===== src/rtl/gpio_csr_bank.sv =====
// ============================================================================
// Module      : gpio_csr_bank
// Description : GPIO CSR bank with switch input, LED output, pending/enable
//               interrupts and a one-access-per-two-cycles strobe/ack bus.
//               Optional per-bit switch debounce when GPIO_DEBOUNCE_EN is set.
// Revision    : 1.0 - initial release
// ============================================================================
`default_nettype none

module gpio_csr_bank #(
  parameter int data_width      = 3,
  parameter int DEBOUNCE_CYCLES = 16
) (
  input  logic                  clk,
  input  logic                  rst_n,
  input  logic [data_width:0]   sw_reg,
  output logic [data_width:0]   led_reg,
  input  logic                  bus_stb,
  input  logic                  bus_we,
  input  logic [1:0]            bus_adr,
  input  logic [31:0]           bus_dat_w,
  output logic [31:0]           bus_dat_r,
  output logic                  bus_ack,
  output logic                  irq
);

  localparam int         c_DW        = data_width + 1;
  localparam logic [1:0] c_ADR_SW    = 2'd0;
  localparam logic [1:0] c_ADR_LED   = 2'd1;
  localparam logic [1:0] c_ADR_PEND  = 2'd2;
  localparam logic [1:0] c_ADR_EN    = 2'd3;

  typedef enum logic [0:0] {
    IDLE = 1'b0,
    ACK  = 1'b1
  } state_t;

  state_t              r_state;
  logic [data_width:0] r_sync1;
  logic [data_width:0] r_sync2;
  logic [data_width:0] r_sw_prev;
  logic [data_width:0] r_pend;
  logic [data_width:0] r_en;
  logic [data_width:0] w_sw_cur;
  logic [data_width:0] w_edge;
  logic [data_width:0] w_wdat;
  logic [data_width:0] w_rd_val;
  logic                w_acc;

  always_ff @(posedge clk or negedge rst_n) begin
    if (!rst_n) begin
      r_sync1 <= '0;
      r_sync2 <= '0;
    end else begin
      r_sync1 <= sw_reg;
      r_sync2 <= r_sync1;
    end
  end

`ifdef GPIO_DEBOUNCE_EN
  localparam int c_CW = $clog2(DEBOUNCE_CYCLES + 1);

  // Debounced bit only follows sw_s after an unbroken run of differing samples.
  for (genvar i = 0; i < c_DW; i++) begin : g_db
    logic [c_CW-1:0] r_cnt;
    logic            r_db;

    always_ff @(posedge clk or negedge rst_n) begin
      if (!rst_n) begin
        r_cnt <= '0;
        r_db  <= 1'b0;
      end else if (r_sync2[i] != r_db) begin
        if (r_cnt == c_CW'(DEBOUNCE_CYCLES - 1)) begin
          r_db  <= r_sync2[i];
          r_cnt <= '0;
        end else begin
          r_cnt <= r_cnt + 1'b1;
        end
      end else begin
        r_cnt <= '0;
      end
    end

    assign w_sw_cur[i] = r_db;
  end
`else
  logic w_unused_cfg;
  assign w_unused_cfg = (DEBOUNCE_CYCLES == 0);
  assign w_sw_cur     = r_sync2;
`endif

  logic w_unused_dat;
  assign w_unused_dat = &{1'b0, bus_dat_w[31:c_DW]};

  assign w_edge = w_sw_cur & ~r_sw_prev;
  assign w_wdat = bus_dat_w[data_width:0];
  assign w_acc  = (r_state == IDLE) && bus_stb;

  always_comb begin
    w_rd_val = '0;
    case (bus_adr)
      c_ADR_SW:   w_rd_val = w_sw_cur;
      c_ADR_LED:  w_rd_val = led_reg;
      c_ADR_PEND: w_rd_val = r_pend;
      c_ADR_EN:   w_rd_val = r_en;
      default:    w_rd_val = '0;
    endcase
  end

  // Bus FSM, register writes and interrupt state share one clocked process.
  always_ff @(posedge clk or negedge rst_n) begin
    if (!rst_n) begin
      r_state   <= IDLE;
      bus_ack   <= 1'b0;
      bus_dat_r <= '0;
      led_reg   <= '0;
      r_en      <= '0;
      r_pend    <= '0;
      r_sw_prev <= '0;
      irq       <= 1'b0;
    end else begin
      r_sw_prev <= w_sw_cur;
      irq       <= |(r_pend & r_en);

      if (w_acc && bus_we && (bus_adr == c_ADR_PEND)) begin
        r_pend <= (r_pend & ~w_wdat) | w_edge;
      end else begin
        r_pend <= r_pend | w_edge;
      end

      case (r_state)
        IDLE: begin
          if (bus_stb) begin
            r_state   <= ACK;
            bus_ack   <= 1'b1;
            bus_dat_r <= {{(32-c_DW){1'b0}}, w_rd_val};
            if (bus_we) begin
              if (bus_adr == c_ADR_LED) led_reg <= w_wdat;
              if (bus_adr == c_ADR_EN)  r_en    <= w_wdat;
            end
          end
        end
        ACK: begin
          r_state   <= IDLE;
          bus_ack   <= 1'b0;
          bus_dat_r <= '0;
        end
        default: begin
          r_state   <= IDLE;
          bus_ack   <= 1'b0;
          bus_dat_r <= '0;
        end
      endcase
    end
  end

endmodule

`default_nettype wire


===== config.mk =====
export PLATFORM = sky130hd
export DESIGN_NAME = gpio_csr_bank
export DESIGN_NICKNAME = d
export VERILOG_FILES = /design/src/rtl/gpio_csr_bank.sv
export SDC_FILE = /design/constraint.sdc
export NUM_CORES = 1
export LEC_CHECK = 0
export ABC_AREA = 1
export CAP_MARGIN = 10
export CORE_MARGIN = 5
export CORE_UTILIZATION = 39
export CTS_CLUSTER_DIAMETER = 200
export CTS_CLUSTER_SIZE = 14
export DETAILED_ROUTE_END_ITERATION = 7
export GPL_ROUTABILITY_DRIVEN = 1
export PLACE_DENSITY = 0.76
export SYNTH_ARGS = -nofsm -noshare
export SYNTH_HDL_FRONTEND = slang
export SYNTH_SLANG_ARGS = --single-unit
export TNS_END_PERCENT = 5

===== constraint.sdc =====
create_clock -name clk -period 1.3 [get_ports clk]
set_input_delay 0.26 -clock clk [delete_from_list [all_inputs] [get_ports clk]]
set_output_delay 0.26 -clock clk [all_outputs]
set_load 0.02 [all_outputs]

### Word-level counts from Yosys, hierarchy flattened

Index checks and enable logic that the tools add are counted.
W data, S select, Z words.

| storage, ports and cells | value |
|---|---|
| bits in registers | 59 |
| input bits | 42 |
| output and inout bits | 38 |
| word-level logic and storage cells | 37 |

| cells by class | value |
|---|---|
| eq/ne operators | 4 |
| mux-type cells | 8 |
| bitwise logic cells | 8 |
| reduce and logical (&&, ||, !) cells | 7 |

Operators by type and width:

| cell | number |
|---|---|
| $pmux W32 S2 | 1 |
| $mux W32 | 1 |
| $pmux W4 S4 | 1 |
| $and A4 B4 Y4 | 3 |
| $not A4 Y4 | 2 |
| $or A4 B4 Y4 | 2 |
| $reduce_and A4 Y1 | 2 |
| $eq A2 B2 Y1 const B | 2 |
| $mux W4 | 1 |
| $pmux W1 S2 | 2 |
| $reduce_or A4 Y1 | 1 |
| $logic_and A1 B1 Y1 | 3 |
| $eq A2 B1 Y1 const B | 1 |
| $logic_not A2 Y1 | 1 |
| $mux W1 | 2 |
| $ne A2 B2 Y1 const B | 1 |
| $not A1 Y1 | 1 |

### Longest topological paths before layout

| depth | value |
|---|---|
| depth after elaboration | 5 |
| mapped depth | 5 |
| gate-level depth less buffers | 5 |

### Least setup slack after synthesis

OpenSTA, ideal clock, no wires.

| timing path | value |
|---|---|
| path kind | register to register |
| start point | register r_state |
| end point | register led_reg[0] |
| library setup time | 0.123 ns |
| arrival time | 0.854 ns |
| required time | 1.177 ns |
| slack | 0.323 ns |
| cell stages (with the launch flop) | 5 |
| path buffers | 0 |
| period minus slack after synthesis | 0.977 ns |
| cells stage by stage | dfrtp_1 inv_1 nand3_2 o21ai_0 nand2_1 |

| on the way | value |
|---|---|
| word-level cells in the longest chain between the ends | 2 |

Ends and longest elaborated chain:

| element | RTL line | source |
|---|---|---|
| start, declared | 38 | `state_t r_state;` |
| start signal, assigned | 113 | `r_state <= IDLE;` |
| start signal, assigned | 134 | `r_state <= ACK;` |
| start signal, assigned | 144 | `r_state <= IDLE;` |
| $not A1 Y1 | n/a |  |
| $reduce_and A4 Y1 (no source line) | n/a |  |
| end signal, assigned | 138 | `if (bus_adr == c_ADR_LED) led_reg <= w_wdat;` |
| end, declared | 17 | `output logic [data_width:0] led_reg,` |

Every way passes these cells.
A chain may end at the register's enable or synchronous reset.

### Worst setup path in the final report

| timing path | value |
|---|---|
| start point | register bus_dat_r[0] |
| end point | output port bus_dat_r[0] |

RTL lines:

| element | RTL line | source |
|---|---|---|
| start, declared | 22 | `output logic [31:0] bus_dat_r,` |
| start signal, assigned | 136 | `bus_dat_r <= {{(32-c_DW){1'b0}}, w_rd_val};` |

No word-level cell between the ends.

==> impl_summary.log <==
INFO  metric io_buffer_count = 23
INFO  metric worstPathBufferInverterCount = 1
INFO  metric die_y = 72.6 µm
INFO  metric critical_path.endpoint = bus_dat_r[0]
INFO  metric cts-htree-levels = 2
INFO  metric detailed_place_hpwl = 2200 µm
INFO  metric maxSlewViolCount = 0
INFO  metric clock-sinks = 31
INFO  metric run_status = finished, final reports clean
INFO  metric post_cts_clock_slew_at_the_launch_and_capture_registers_of_the_worst_setup_and_hold_paths = 0.06 ns
INFO  metric vdd_ir_drop_max = 664 µV
INFO  metric regToRegSetupSlack = 0.23 ns
INFO  metric rsz0062_at_grt = true
INFO  metric timing.critical_path.max_delay_family = flip-flops
INFO  metric arrival = 1.00 ns
INFO  metric global_route.usage.total = 12.1%
INFO  metric hold_class = in2async
INFO  metric critical_path_cell_count = 1
INFO  metric seq_area_frac_synth = 50.8%
INFO  metric critPathLaunchType = flip-flop
INFO  metric required = 1.04 ns
INFO  metric wire_length_of_the_first_global_routing_pass = 4760 µm
INFO  metric num_rows = 22
INFO  metric tritoncts.num_buffers = 5
INFO  metric netlist.top_cell.by_area = dfrtp_1
INFO  metric cts_tree = yes
INFO  metric cts_root_buffer = clkbuf_8
INFO  metric mappedNetlistArea = 0.00153 mm²
INFO  metric crit_path_cell_trace = dlygate4sd2_1
INFO  metric cts_max_path_buffers = 2
INFO  metric grt_max_degree = 32
INFO  metric fp.dieW = 72.6 µm
INFO  metric detailroute.via_count = 1093
INFO  metric finish.net_count = 246
INFO  metric antenna_cells_inserted = 0
INFO  metric detail_route.vias_per_cell = 4.32
INFO  metric drcViolationCount = 0
INFO  metric areaGrowthSynthToFinish = 23.3%
INFO  metric ys_types = 18
INFO  metric finalWorstSetupSlack = 0.0448 ns
INFO  metric cellLeakagePower = 0.989 nW
INFO  metric initialDrtViolationCount = 103
INFO  metric skew_pair_late_insertion_delay = 0.28 ns
INFO  metric synth.top_cells.by_area = dfrtp_1 (51%), buf_4 (15%), nand2_1 (9.8%), nand3_1 (5.2%), inv_1 (3.7%)
INFO  metric dpl_worst_slack = -0.218 ns
INFO  metric pin_count = 80
INFO  metric yosys_warnings = 0
INFO  metric initial_core_util = 41.1%
INFO  metric fraction_of_post_synthesis_cell_area_in_the_top_cell_type_by_area = 50.8%
INFO  metric timing_worst_setup_path_type = reg2out
INFO  metric postSynthAreaPerCell = 8.99 µm²
INFO  metric first_global_vias = 1010
INFO  metric fmax = 797 MHz
INFO  metric core_area = 0.00372 mm²
INFO  metric postSynthCellCount = 170
INFO  metric drv_cap = 0
INFO  metric slowest_library_cell_on_the_worst_path = dfrtp_1
INFO  metric share_of_post_route_cells_with_drive_strength_above_1 = 13.7%
INFO  metric grt_overflow = 0
INFO  metric synth-seq-cells = 31
INFO  metric final_period_minus_worst_setup_slack = 1.26 ns
INFO  metric ant_nets = 0
INFO  metric power-per-cell-area = 1470 mW/mm²
INFO  metric cp_max_fo = 2
INFO  metric gp_routability_congestion = 0.938
INFO  metric first_pass_iters = 4
INFO  metric die_area = 0.00527 mm²
INFO  metric worst_clock_skew = 0.00467 ns
INFO  metric detail_route.wl_per_cell = 11.3 µm
INFO  metric timing_hold_violations_final = 0
INFO  metric worst_reg2reg_path_endpoint = led_reg[0]
INFO  metric r2r_cell_count = 4
INFO  metric final.period_utilization = 96.6%
INFO  metric timing.critical_path.slowest_cell_delay = 0.39 ns
INFO  metric worstSetupEndpointType = output pin
INFO  metric fin_setup_tns = 0 ns
INFO  metric setup_viol = 0
INFO  metric antenna_found_initial = 0
INFO  metric worst_r2r_startpoint = r_state
INFO  metric crit_path_start = bus_dat_r[0]
INFO  metric routed_wirelength = 2870 µm
## through the flow
| stage | instance area (µm²) | hold slack [ns] | total power, mW | utilization, % | instances |
|---|---|---|---|---|---|
| 2_1_floorplan | 1630 | -0.0356 | 1.52 | - | 197 |
| 3_3_place_gp | 1760 | 0.331 | 1.69 | 47.3 | 245 |
| 3_5_place_dp | 1760 | 0.335 | 1.70 | 47.3 | 245 |
| 4_1_cts | 1880 | 0.332 | 2.80 | 50.6 | 253 |
| 5_1_grt | 1880 | 0.336 | 2.92 | 50.7 | 253 |
| 6_report | 1880 | 0.331 | 2.76 | 50.7 | 253 |
## cells in the final DEF (no fill, tap or decap), types with 2 or more instances in the layout
cell / netlist / layout
a21oi_1: 4 / 4
buf_4: 30 / 6
bufinv_16: 0 / 2
clkbuf_8: 0 / 5
clkdlybuf4s15_1: 0 / 4
clkdlybuf4s50_1: 0 / 13
conb_1: 1 / 28
dfrtp_1: 31 / 31
dlygate4sd2_1: 0 / 5
inv_1: 15 / 15
nand2_1: 40 / 40
nand3_1: 16 / 16
nand3_2: 2 / 2
nor2_1: 9 / 8
nor2_4: 3 / 3
o21ai_0: 4 / 4
o21ai_1: 3 / 3
o21bai_1: 4 / 4
or2_2: 4 / 4
## cell families (layout without fill, tap and decap cells)
logic type | after synthesis | after routing | synth area share, %
and+or+nand+nor | 76 | 76 | 24.2
buffers and inverters | 46 | 54 | 18.7
AOI/OAI and AO/OA | 16 | 16 | 6.14
DFF | 31 | 31 | 50.8
other | 1 | 28 | 0.245
## Yosys cell counts
| master | count |
|---|---|
| nand3_2 | 2 |
| inv_1 | 15 |
| nand3b_4 | 1 |
| or2_2 | 4 |
| nor2_4 | 3 |
| inv_2 | 1 |
| o21ai_0 | 4 |
| buf_4 | 30 |
| nand2_1 | 40 |
| a21oi_1 | 4 |
| nand3_1 | 16 |
| nand4_1 | 1 |
| conb_1 | 1 |
| o21bai_1 | 4 |
| nor2_1 | 9 |
| o21ai_1 | 3 |
| o21ai_2 | 1 |
| dfrtp_1 | 31 |
## where the power goes
group          switching, mW  internal, mW  leakage [nW]
clock                  0.350         0.766        0.0654
sequential            0.0721          1.08         0.366
combinational          0.313         0.185         0.558
total                  0.735          2.03         0.989
## metal layers
metal,vias to the layer above,track usage (%),share of wire (%)
met5,-,0,0
met4,0,4.92,1.7
met3,7,5.23,11
met2,45,18.6,46
met1,497,14.8,41
li1,544,-,-
## worst reg2reg max path: stages (launching register included)
cell and delay [ns]:
dfrtp_1 0.43, inv_1 0.10, nand3_2 0.15, o21ai_0 0.21, nand2_1 0.07
## worst min path at each step
stage | endpoint | cells after the start
final | led_reg[2] | 2
after detailed placement | r_sync2[3] | 0
after floorplan | bus_ack | 0
after global routing | led_reg[2] | 2
after CTS | r_pend[2] | 2
after global placement | r_sync2[0] | 0
## cell type report
cell class	count	area [µm²]
Fill cell	368	1830
Sequential cell	31	776
Multi-Input combinational cell	120	571
Timing Repair Buffer	30	284
Clock buffer	6	72.6
Clock inverter	2	60.1
Inverter	16	60.1
Tap cell	48	60.1
## repair_timing
| item | 4_1_cts | 5_1_grt |
|---|---|---|
| endpoints found under the setup margin | 10 | 9 |
| hold buffers | 0 | 0 |
| gates resized for setup | 10 | 7 |
| buffers inserted | 0 | 0 |
| cloned | 0 | 0 |
| hold endpoints to repair | 0 | 0 |
Power figures use the tool's default switching activity.
